[src/rtl/eth_mii_frame_tx.sv]
// Streams fixed-header Ethernet frames onto a 25 MHz MII interface. Payload bytes
// are pulled from a standard-mode FIFO one slot ahead, and the frame ends with a CRC-32 FCS.
module eth_mii_frame_tx #(
  parameter logic [47:0] DST_MAC     = 48'hFF_FF_FF_FF_FF_FF,
  parameter logic [47:0] SRC_MAC     = 48'h00_0A_35_00_01_02,
  parameter logic [15:0] ETH_TYPE    = 16'h88B5,
  parameter int          PAYLOAD_LEN = 64,
  parameter int          IFG_BYTES   = 12
) (
  input  logic       clk,
  input  logic       rst,
  input  logic [7:0] fifo_dout,
  input  logic       fifo_empty,
  input  logic       fifo_prog_empty,
  output logic       fifo_rd_en,
  output logic [3:0] mii_txd,
  output logic       mii_tx_en,
  output logic       busy,
  output logic       frame_done,
  output logic       underflow,
  output logic [2:0] dbg_state
);

  localparam int CNT_MAX = (PAYLOAD_LEN > IFG_BYTES) ? PAYLOAD_LEN : IFG_BYTES;
  localparam int CW      = $clog2(CNT_MAX);
  localparam logic [111:0] HDR = {DST_MAC, SRC_MAC, ETH_TYPE};

  typedef enum logic [2:0] {
    S_IDLE, S_PREAMBLE, S_SFD, S_HEADER, S_PAYLOAD, S_FCS, S_IFG
  } state_t;

  state_t        state_q, state_d;
  logic          phase_q, phase_d;
  logic [CW-1:0] cnt_q, cnt_d;
  logic [31:0]   crc_q, crc_d;
  logic [7:0]    next_byte_q, next_byte_d;
  logic          fill_q, fill_d, cap_q, cap_d, got_q, got_d;
  logic          rd_en_q, rd_en_d;
  logic [3:0]    txd_q, txd_d;
  logic          tx_en_q, tx_en_d;
  logic          busy_q, busy_d;
  logic          frame_done_q, frame_done_d;
  logic          underflow_q, underflow_d;

  logic [CW-1:0] slot_last;
  logic [7:0]    cur_byte;
  logic [111:0]  hdr_sh;
  logic [31:0]   fcs_sh;
  logic          read_due;

  function automatic logic [31:0] crc32_byte(input logic [31:0] crc, input logic [7:0] data);
    logic [31:0] c;
    c = crc ^ {24'h0, data};
    for (int i = 0; i < 8; i++) begin
      c = c[0] ? ((c >> 1) ^ 32'hEDB8_8320) : (c >> 1);
    end
    return c;
  endfunction

  always_comb begin
    slot_last = '0;
    hdr_sh    = HDR << {cnt_q, 3'b000};
    fcs_sh    = ~crc_q >> {cnt_q, 3'b000};
    cur_byte  = 8'h00;
    case (state_q)
      S_PREAMBLE: begin slot_last = CW'(6);             cur_byte = 8'h55;          end
      S_SFD:      begin slot_last = CW'(0);             cur_byte = 8'hD5;          end
      S_HEADER:   begin slot_last = CW'(13);            cur_byte = hdr_sh[111:104]; end
      S_PAYLOAD:  begin slot_last = CW'(PAYLOAD_LEN-1); cur_byte = next_byte_q;     end
      S_FCS:      begin slot_last = CW'(3);             cur_byte = fcs_sh[7:0];     end
      S_IFG:      begin slot_last = CW'(IFG_BYTES-1);                               end
      default:    ;
    endcase
  end

  // A read is decided two cycles before the byte is needed: rd_en goes out on the
  // phase-0 cycle of the preceding slot and the data is captured on its phase-1 cycle.
  assign read_due = phase_q &&
                    (((state_q == S_HEADER) && (cnt_q >= CW'(12))) ||
                     ((state_q == S_PAYLOAD) && (cnt_q <= CW'(PAYLOAD_LEN-3))));

  always_comb begin
    state_d      = state_q;
    phase_d      = ~phase_q;
    cnt_d        = cnt_q;
    crc_d        = crc_q;
    next_byte_d  = next_byte_q;
    fill_d       = read_due;
    rd_en_d      = read_due && !fifo_empty;
    cap_d        = fill_q;
    got_d        = rd_en_q;
    underflow_d  = underflow_q | (read_due & fifo_empty);
    tx_en_d      = 1'b0;
    txd_d        = 4'h0;
    frame_done_d = (state_q == S_FCS) && phase_q && (cnt_q == CW'(3));

    if (cap_q) next_byte_d = got_q ? fifo_dout : 8'h00;

    if (state_q == S_IDLE) begin
      phase_d = 1'b0;
      cnt_d   = '0;
      crc_d   = 32'hFFFF_FFFF;
      if (!fifo_prog_empty) state_d = S_PREAMBLE;
    end else begin
      if (phase_q && ((state_q == S_HEADER) || (state_q == S_PAYLOAD)))
        crc_d = crc32_byte(crc_q, cur_byte);
      if (phase_q) begin
        if (cnt_q == slot_last) begin
          cnt_d = '0;
          case (state_q)
            S_PREAMBLE: state_d = S_SFD;
            S_SFD:      state_d = S_HEADER;
            S_HEADER:   state_d = S_PAYLOAD;
            S_PAYLOAD:  state_d = S_FCS;
            S_FCS:      state_d = S_IFG;
            default:    state_d = S_IDLE;
          endcase
        end else begin
          cnt_d = cnt_q + CW'(1);
        end
      end
    end

    if ((state_q != S_IDLE) && (state_q != S_IFG)) begin
      tx_en_d = 1'b1;
      txd_d   = phase_q ? cur_byte[7:4] : cur_byte[3:0];
    end
    busy_d = (state_d != S_IDLE);
  end

  always_ff @(posedge clk) begin
    if (rst) begin
      state_q      <= S_IDLE;
      phase_q      <= 1'b0;
      cnt_q        <= '0;
      crc_q        <= 32'hFFFF_FFFF;
      next_byte_q  <= 8'h00;
      fill_q       <= 1'b0;
      cap_q        <= 1'b0;
      got_q        <= 1'b0;
      rd_en_q      <= 1'b0;
      txd_q        <= 4'h0;
      tx_en_q      <= 1'b0;
      busy_q       <= 1'b0;
      frame_done_q <= 1'b0;
      underflow_q  <= 1'b0;
    end else begin
      state_q      <= state_d;
      phase_q      <= phase_d;
      cnt_q        <= cnt_d;
      crc_q        <= crc_d;
      next_byte_q  <= next_byte_d;
      fill_q       <= fill_d;
      cap_q        <= cap_d;
      got_q        <= got_d;
      rd_en_q      <= rd_en_d;
      txd_q        <= txd_d;
      tx_en_q      <= tx_en_d;
      busy_q       <= busy_d;
      frame_done_q <= frame_done_d;
      underflow_q  <= underflow_d;
    end
  end

  assign fifo_rd_en = rd_en_q;
  assign mii_txd    = txd_q;
  assign mii_tx_en  = tx_en_q;
  assign busy       = busy_q;
  assign frame_done = frame_done_q;
  assign underflow  = underflow_q;
  assign dbg_state  = state_q;

endmodule
[config.mk]
export PLATFORM = sky130hd
export DESIGN_NAME = eth_mii_frame_tx
export DESIGN_NICKNAME = d
export VERILOG_FILES = /design/src/rtl/eth_mii_frame_tx.sv
export SDC_FILE = /design/constraint.sdc
export NUM_CORES = 1
export LEC_CHECK = 0
export CAP_MARGIN = 20
export CELL_PAD_IN_SITES_DETAIL_PLACEMENT = 1
export CELL_PAD_IN_SITES_GLOBAL_PLACEMENT = 1
export CORE_MARGIN = 2
export CORE_UTILIZATION = 49
export CTS_BUF_LIST = sky130_fd_sc_hd__clkbuf_8
export CTS_CLUSTER_SIZE = 10
export DETAILED_ROUTE_END_ITERATION = 7
export GPL_ROUTABILITY_DRIVEN = 0
export GPL_TIMING_DRIVEN = 0
export PLACE_DENSITY = 0.81
export SYNTH_ARGS = -nofsm -noshare
export SYNTH_HDL_FRONTEND = slang
export SYNTH_SLANG_ARGS = --single-unit
[constraint.sdc]
create_clock -name clk -period 3.6 [get_ports clk]
set_clock_uncertainty 0.1 [all_clocks]
set_input_delay 0.54 -clock clk [delete_from_list [all_inputs] [get_ports clk]]
set_output_delay 0.54 -clock clk [all_outputs]
set_load 0.01 [all_outputs]
# Word-level counts from Yosys, hierarchy flattened
# Index checks and enable logic that the tools add are counted.
[totals] elab_cells=77 reg_bits=62
[op_classes] eq_ne=9 add_sub_neg=1 reduce_logical=16 bitwise_logic=14 shift=2 mux=19 magnitude_cmp=2
[op_table] op="two-way mux 32 bit" n=8
[op_table] op="NOT 13 -> 14 bit" n=8
[op_table] op="<< shifter 112 x 9 -> 112 bit, first input constant" n=1
[op_table] op="case mux 8 bit (5 select lines)" n=1
[op_table] op="NOT 32 bit" n=1
[op_table] op="right shift 32 x 9 -> 8 bit" n=1
[op_table] op="XOR 32 x 8 -> 32 bit" n=1
[op_table] op="case mux 6 bit (5 select lines)" n=1
[op_table] op="case mux 3 bit (5 select lines)" n=1
[op_table] op="two-way mux 3 bit" n=4
[op_table] op="== test 3 bit, second input constant" n=3
[op_table] op="logical AND 1 bit" n=8
[op_table] op="two-way mux 8 bit" n=1
[op_table] op="adder 6 x 1 -> 6 bit, second input constant" n=1
[op_table] op="== test 3 x 2 -> 1 bit, second input constant" n=2
[op_table] op="== test 6 x 2 -> 1 bit, second input constant" n=1
[op_table] op="== test 6 bit" n=1
[op_table] op="greater-or-equal comparator 6 x 4 -> 1 bit, second input constant" n=1
[op_table] op="<= comparator 6 bit, second input constant" n=1
[op_table] op="two-way mux 6 bit" n=1
[op_table] op="nonzero test 3 bit" n=2
[op_table] op="two-way mux 4 bit" n=1
[op_table] op="OR reduction 2 bit" n=2
[op_table] op="== test 3 x 1 -> 1 bit, second input constant" n=1
[op_table] op="8 further kinds" n=10

# Logic depth before layout (Yosys ltp)
[depth] word_depth=20 ltp_mapped=13 ltp_nobuf=11

# Worst setup path before layout
# OpenSTA, ideal clock, no wires.
[synth_path] path_type="reg2reg" from="register state_q[1], in the netlist dbg_state[1]" to="register crc_q[18]" n_path_buf=2 setup_slack_ps=301 t_arrival_ps=3066 stages_incl_launch_ff=14 synth_period_minus_slack_ps=3299 t_required_ps=3367 path_cell_list="dfxtp_1 buf_6 clkbuf_8 inv_1 ha_1 inv_1 nor2_2 or3_1 o21ai_2 xor2_4 xnor3_1 xor3_1 nor2_1 o21ai_1"
[synth_between] elab_chain_len=15 elab_cells_between_ends=24 classes_between="eq/ne (5); mux (9); bitwise (6); reduce/logical (4)"
[synth_rtl] element="from (decl)" line="32" source="state_t state_q, state_d;"
[synth_rtl] element="from (signal assigned)" line="148" source="state_q <= state_d;"
[synth_rtl] element="== test 3 bit, or another cell as far along" line="65" source="case (state_q)"
[synth_rtl] element="case mux 8 bit (5 select lines)" line="65"
[synth_rtl] element="XOR 32 x 8 -> 32 bit" line="53" source="c = crc ^ {24'h0, data};"
[synth_rtl] element="two-way mux 32 bit (2 in series)" line="55" source="c = c[0] ? ((c >> 1) ^ 32'hEDB8_8320) : (c >> 1);"
[synth_rtl] element="NOT 13 -> 14 bit (no source line)"
[synth_rtl] element="two-way mux 32 bit (2 in series)" line="55"
[synth_rtl] element="NOT 13 -> 14 bit (no source line)"
[synth_rtl] element="two-way mux 32 bit" line="55"
[synth_rtl] element="NOT 13 -> 14 bit (no source line)"
[synth_rtl] element="two-way mux 32 bit" line="55"
[synth_rtl] element="NOT 13 -> 14 bit (no source line)"
[synth_rtl] element="two-way mux 32 bit (2 in series)" line="55"
[synth_rtl] element="to (signal assigned)" line="151" source="crc_q <= crc_d;"
[synth_rtl] element="to (decl)" line="35" source="logic [31:0] crc_q, crc_d;"
# Parallel ways exist; a longest one is shown, timed or not.
# A chain may end at the register's enable or synchronous reset.

# Final worst setup path
# Same ends and word-level chain as after synthesis.

==> impl_metrics.ini <==
[worst_setup_path]
path_cells = buf_6, clkbuf_8, inv_1, ha_2, inv_4, nor2_4, or3_1, o21ai_2, xor2_4, xnor3_2, xor3_1, nor2_1, o21ai_1
path_buf_inv = 4
crit_arrival_ns = 3.59
critPathMaxFanout = 10
r2r-start = dbg_state[1]$_SDFF_PP0_
critPathMaxStageDelay_ns = 0.54
reg2reg_slack_ns = 0.12
worstSetupPathType = reg2reg
reg2reg_depth = 13
rr_endpoint = crc_q[18]$_SDFFE_PP1P_
cp_slowest_cell = xnor3_2
critPathRequiredTime_ns = 3.71
start_kind = flip-flop
cp_top_family = XOR/XNOR gates
end_kind = flip-flop

[placed_design]
pre_cts_slack_ns = -0.207
io_buffer_count = 22
dp_hpwl_um = 9060

[power]
p_leak_uw = 0.00176
swShare = 0.245
power_frac_comb = 0.120
p_clk_frac = 0.451
vdd_drop_max_uv = 202
p_per_area_nw_per_um2 = 336
p_sw_uw = 394
p_seq_frac = 0.429
internal_power_uw = 1220

[die]
die_w_um = 95.7
io-pin-count = 24
die-height_um = 95.7
die_area_um2 = 9150
initial_utilization = 0.504
fp-row-count = 33
core-area_um2 = 8180

[clock_tree]
cts_buffers = 9
clkSlewWorstSetupHoldPaths_ns = 0.07
ctsHoldBuffers = 0
cts.sinks = 62
cts_buffer_depth = 2
clock_latency_ns = 0.35
h-tree-depth = 3
tritoncts = yes
cts_root_buf = clkbuf_8

[grt]
grt_pass1_wl_um = 19600
grt_pass1_vias = 3586
antenna_found_initial = 0
grt_max_degree = 11
track_usage = 0.287
gr-total-overflow = 0

[synthesis]
synth_common_cells = dfxtp_1 (62), nand2_1 (38), xnor2_1 (34), nor2_1 (33), a21oi_1 (22)
synth.avg_cell_area_um2 = 9.69
synth.most_common_cell = dfxtp_1
synthDistinctLibCells = 81
synth_top_area_cell = dfxtp_1
ys.flop_type = dfxtp_1
synth_warnings = 0
synthTopCellsByArea = dfxtp_1 (30%), xnor2_1 (7.2%), xor2_4 (4.0%)
synth_seq_cells = 62
postSynthCellCount = 425
yosysTopAreaCellShare = 0.301
ys_seq_area_frac = 0.301
synth_async_sr_flop_share = 0
syn-cell-area_um2 = 4120
synth-edff-count = 0
syn_nets = 441

[detailed_routing]
vias = 3421
drtIter0Drc = 294
viasPerCell = 5.95
routedWlPerCell_um = 21.9
remaining_drc_errors = 0
wl_um = 12600
antenna_left = 0
first_pass_iters = 4

[sta]
max_freq_mhz = 287
finalHoldViolations = 0
maxSlewViolCount = 0
tns_ns = 0
setup-violations-final = 0
relSlewSlack = 0.414
final.period_utilization = 0.966
period_minus_slack_ns = 3.48
setup_slack_ns = 0.121
grt_setup_unrepaired = yes
tightest_slew_ns = 0.875

[cells_and_area]
final_nets = 481
antenna_cells = 0
multiInputGateArea_um2 = 2690
regArea_um2 = 1240
drive_gt1_frac = 0.181
syn_to_final_growth_pct = 16.7
finish.utilization = 0.588
fillers = 903

[worst_hold_path]
min_to = cap_q$_SDFF_PP0_
hp-start = cap_d$_SDFF_PP0_
holdPathStages = 1
hold_path.class = reg2reg

[status]
status = finished, final reports clean

[run]
max-cap-violations = 0
stage by stage:
stage / cells / hold WS, ns / power [uW] / cell area, um^2
after floorplan: 425 / 0.314 / 837 / 4120
after global placement: 552 / 0.352 / 887 / 4470
after detailed placement: 552 / 0.350 / 890 / 4470
after CTS: 569 / 0.370 / 1620 / 4720
after global routing: 575 / 0.374 / 1660 / 4810
final: 575 / 0.364 / 1610 / 4810
power groups by stage:
stage | Clock [uW] | Combinational (uW) | Sequential (uW)
6_report | 728 | 193 | 692
5_1_grt | 764 | 207 | 693
4_1_cts | 739 | 186 | 692
3_5_place_dp | 0 | 182 | 708
3_3_place_gp | 0 | 179 | 708
2_1_floorplan | 0 | 129 | 709
layout by cell type, fill, tap and decap left out, types with 5 or more instances in the layout:
master / Yosys / final
buf_4: 2 / 9
xor2_4: 6 / 8
a21oi_1: 22 / 22
nand3_1: 7 / 7
mux4_2: 7 / 7
xor2_1: 13 / 13
xnor2_1: 34 / 34
o21ai_0: 12 / 12
o211ai_1: 20 / 20
clkbuf_1: 16 / 16
nand2_1: 38 / 38
a2bb2oi_1: 5 / 5
nor2b_1: 9 / 9
clkbuf_8: 2 / 14
o21ai_1: 7 / 7
inv_1: 13 / 13
buf_6: 5 / 5
xnor2_2: 5 / 5
or3_1: 5 / 5
nor3_1: 9 / 9
clkdlybuf4s50_1: 0 / 22
nor2_1: 33 / 32
dfxtp_1: 62 / 61
flip-flops by register name, indices dropped and copies added, names as in the netlist:
register / count
phase_q: 1
next_byte_q: 8
mii_txd: 4
busy: 1
cap_q: 1
crc_q: 32
got_q: 1
dbg_state: 3
cnt_q: 6
mii_tx_en: 1
underflow: 1
fifo_rd_en: 1
cap_d: 1
frame_done: 1
layer usage:
metal | vias to the layer above | part of all wire | GRT usage | routed length, um
met3 | 24 | 0.060 | 0.0514 | 749
met1 | 1699 | 0.43 | 0.373 | 5410
met2 | 107 | 0.49 | 0.471 | 6100
met4 | 0 | 0.025 | 0.114 | 310
li1 | 1591 | - | - | -
met5 | - | 0 | 0 | 0
cell families (layout without fill, tap and decap cells):
| kind of cell | Yosys count | count (layout) | share of synthesized area |
|---|---|---|---|
| xor gates and xnor gates | 69 | 69 | 0.218 |
| and+or+nand+nor | 132 | 132 | 0.172 |
| AOI/OAI and AO/OA | 105 | 105 | 0.189 |
| buffers and inverters | 42 | 87 | 0.0559 |
| adders and majority gates | 5 | 5 | 0.0146 |
| DFF | 62 | 62 | 0.301 |
| muxes | 10 | 10 | 0.0495 |
final cells by class:
| class | instances | share of cell area |
|---|---|---|
| Sequential cell | 62 | 0.259 |
| Clock buffer | 12 | 0.0344 |
| Buffer | 28 | 0.0370 |
| Clock inverter | 4 | 0.0143 |
| Inverter | 14 | 0.0115 |
| Multi-Input combinational cell | 321 | 0.560 |
| Tap cell | 105 | 0.0273 |
| Timing Repair Buffer | 29 | 0.0568 |
worst max path at each step:
stage | cells past startpoint | from | to
2_1_floorplan | 13 | dbg_state[1]$_SDFF_PP0_ | crc_q[18]$_SDFFE_PP1P_
3_3_place_gp | 13 | dbg_state[1]$_SDFF_PP0_ | crc_q[18]$_SDFFE_PP1P_
3_5_place_dp | 13 | dbg_state[1]$_SDFF_PP0_ | crc_q[18]$_SDFFE_PP1P_
4_1_cts | 12 | dbg_state[1]$_SDFF_PP0_ | crc_q[17]$_SDFFE_PP1P_
5_1_grt | 13 | dbg_state[1]$_SDFF_PP0_ | crc_q[18]$_SDFFE_PP1P_
6_report | 13 | dbg_state[1]$_SDFF_PP0_ | crc_q[18]$_SDFFE_PP1P_
repair_timing:
action	4_1_cts	5_1_grt
endpoints found under the setup margin	13	13
buffers inserted	1	6
pin swaps	0	3
gates resized for setup	4	7
No activity file was read; power rests on OpenSTA's default activity.
==> RTL change, RTL diff (same flow settings) <==
`IFG_BYTES`: 12 -> 14.
--- a/src/rtl/eth_mii_frame_tx.sv
+++ b/src/rtl/eth_mii_frame_tx.sv
@@ -5,7 +5,7 @@
   parameter logic [47:0] SRC_MAC     = 48'h00_0A_35_00_01_02,
   parameter logic [15:0] ETH_TYPE    = 16'h88B5,
   parameter int          PAYLOAD_LEN = 64,
-  parameter int          IFG_BYTES   = 12
+  parameter int          IFG_BYTES   = 14
 ) (
   input  logic       clk,
   input  logic       rst,
Formal check against the unedited RTL: no difference found for any inputs over 10 cycles, from zero or initial values and one cycle with rst high; that may be too few to reach the edited logic, so the function may still have changed.
==> RTL change against the original RTL <==
- global-route usage down 1.3 points
- via count down 10%
- total power down 2.8%
- worst setup slack better by 0.098 ns
- cell count down 8.0%
- sequential cell count unchanged
- first-iteration DRC count down 25%
- count of clock-buffer cells in the layout down 1
- synthesized area down 9.5%
- die area down 9.1%
- routed wire length down 14%
- cell area down 11%
- critical path type unchanged
==> RTL change: results <==
export IMPL_wirelength_um=10900
export IMPL_synth_cell_types=59
export IMPL_grt_pass1_vias=3163
export IMPL_drt_pass1_iterations=5
export IMPL_ir_drop_mv=0.174
export IMPL_dpl_hpwl_um=7960
export IMPL_placed_area_sq_um=4070
export IMPL_gr_usage_met1_pct=38.8
export IMPL_first_iter_violations=221
export IMPL_ys_seq_area_share_pct=33.3
export IMPL_die_w_um=91.2
export IMPL_clk_path_buf_depth=2
export IMPL_slowest_delay_ns=0.56
export IMPL_power_frac_clock_pct=36.2
export IMPL_crit_slowest_cell="xnor2_2"
export IMPL_num_vias=3075
export IMPL_status="completed"
export IMPL_met3_usage_pct=3.65
export IMPL_drive_above_1_share_pct=13.3
export IMPL_arrival_ns=3.56
export IMPL_slew_headroom_pct=50.7
export IMPL_pre_cts_ws_ns=-0.0698
export IMPL_grt_util_met2_pct=44.4
export IMPL_fillers=873
export IMPL_internal_power_mw=1.11
export IMPL_grt_usage_pct=27.4
export IMPL_dp_cells=509
export IMPL_netlist_instances=388
export IMPL_synth_area_leaders="dfxtp_1 33%, xnor2_1 9.6%, mux4_2 4.8%, o211ai_1 4.6%, xnor3_1 4.2%"
export IMPL_routed_wl_met3_um=439
export IMPL_holdPathStages=1
export IMPL_wl_per_cell_um=20.5
export IMPL_grt_pass1_wl_um=17500
export IMPL_multi_input_area_sq_um=2350
export IMPL_swShare_pct=29.1
export IMPL_r2r_cells=9
export IMPL_final_nets=441
export IMPL_cts_root_buf="clkbuf_8"
export IMPL_syn_nets=403
export IMPL_p_comb_share_pct=19.5
RTL change: final timing paths:
path	to	slack [ns]	start
min reg2reg	cap_q$_SDFF_PP0_	0.35	cap_d$_SDFF_PP0_
min	cap_q$_SDFF_PP0_	0.35	cap_d$_SDFF_PP0_
max	crc_q[19]$_SDFFE_PP1P_	0.22	dbg_state[2]$_SDFF_PP0_
max reg2reg	crc_q[19]$_SDFFE_PP1P_	0.22	dbg_state[2]$_SDFF_PP0_
RTL change: timing repair:
action | in CTS | in global routing
endpoints found under the hold margin | 0 | 0
setup buffers | 0 | 4
setup endpoints to repair | 3 | 5
hold buffers | 0 | 0
pin swaps | 0 | 2
gates resized for setup | 1 | 1
RTL change: area by class of cell:
cell class | instances | area share, %
Inverter | 9 | 0.787
Multi-Input combinational cell | 289 | 54.7
Timing Repair Buffer | 27 | 5.94
Tap cell | 99 | 2.88
Sequential cell | 62 | 28.9
Buffer | 28 | 2.71
Clock inverter | 4 | 0.524
Clock buffer | 11 | 3.53
RTL change: cell families (layout without fill, tap and decap cells):
| family | Yosys count | in the layout | share of synthesized area (%) |
|---|---|---|---|
| DFF | 62 | 62 | 33.3 |
| and+or+nand+nor | 106 | 106 | 14.4 |
| buffers and inverters | 37 | 79 | 4.03 |
| AOI/OAI and AO/OA | 97 | 97 | 18.6 |
| xor gates and xnor gates | 74 | 74 | 23.6 |
| muxes | 9 | 9 | 5.13 |
| adders and majority gates | 3 | 3 | 1.01 |
RTL change: worst reg2reg max path: stages (launching register included):
cell	delay, ns
dfxtp_1	0.39
clkbuf_1	0.37
o21bai_1	0.25
a221oi_1	0.12
a211oi_1	0.55
xnor2_2	0.30
xnor2_2	0.56
xnor2_4	0.22
xnor3_1	0.36
o21ai_1	0.11
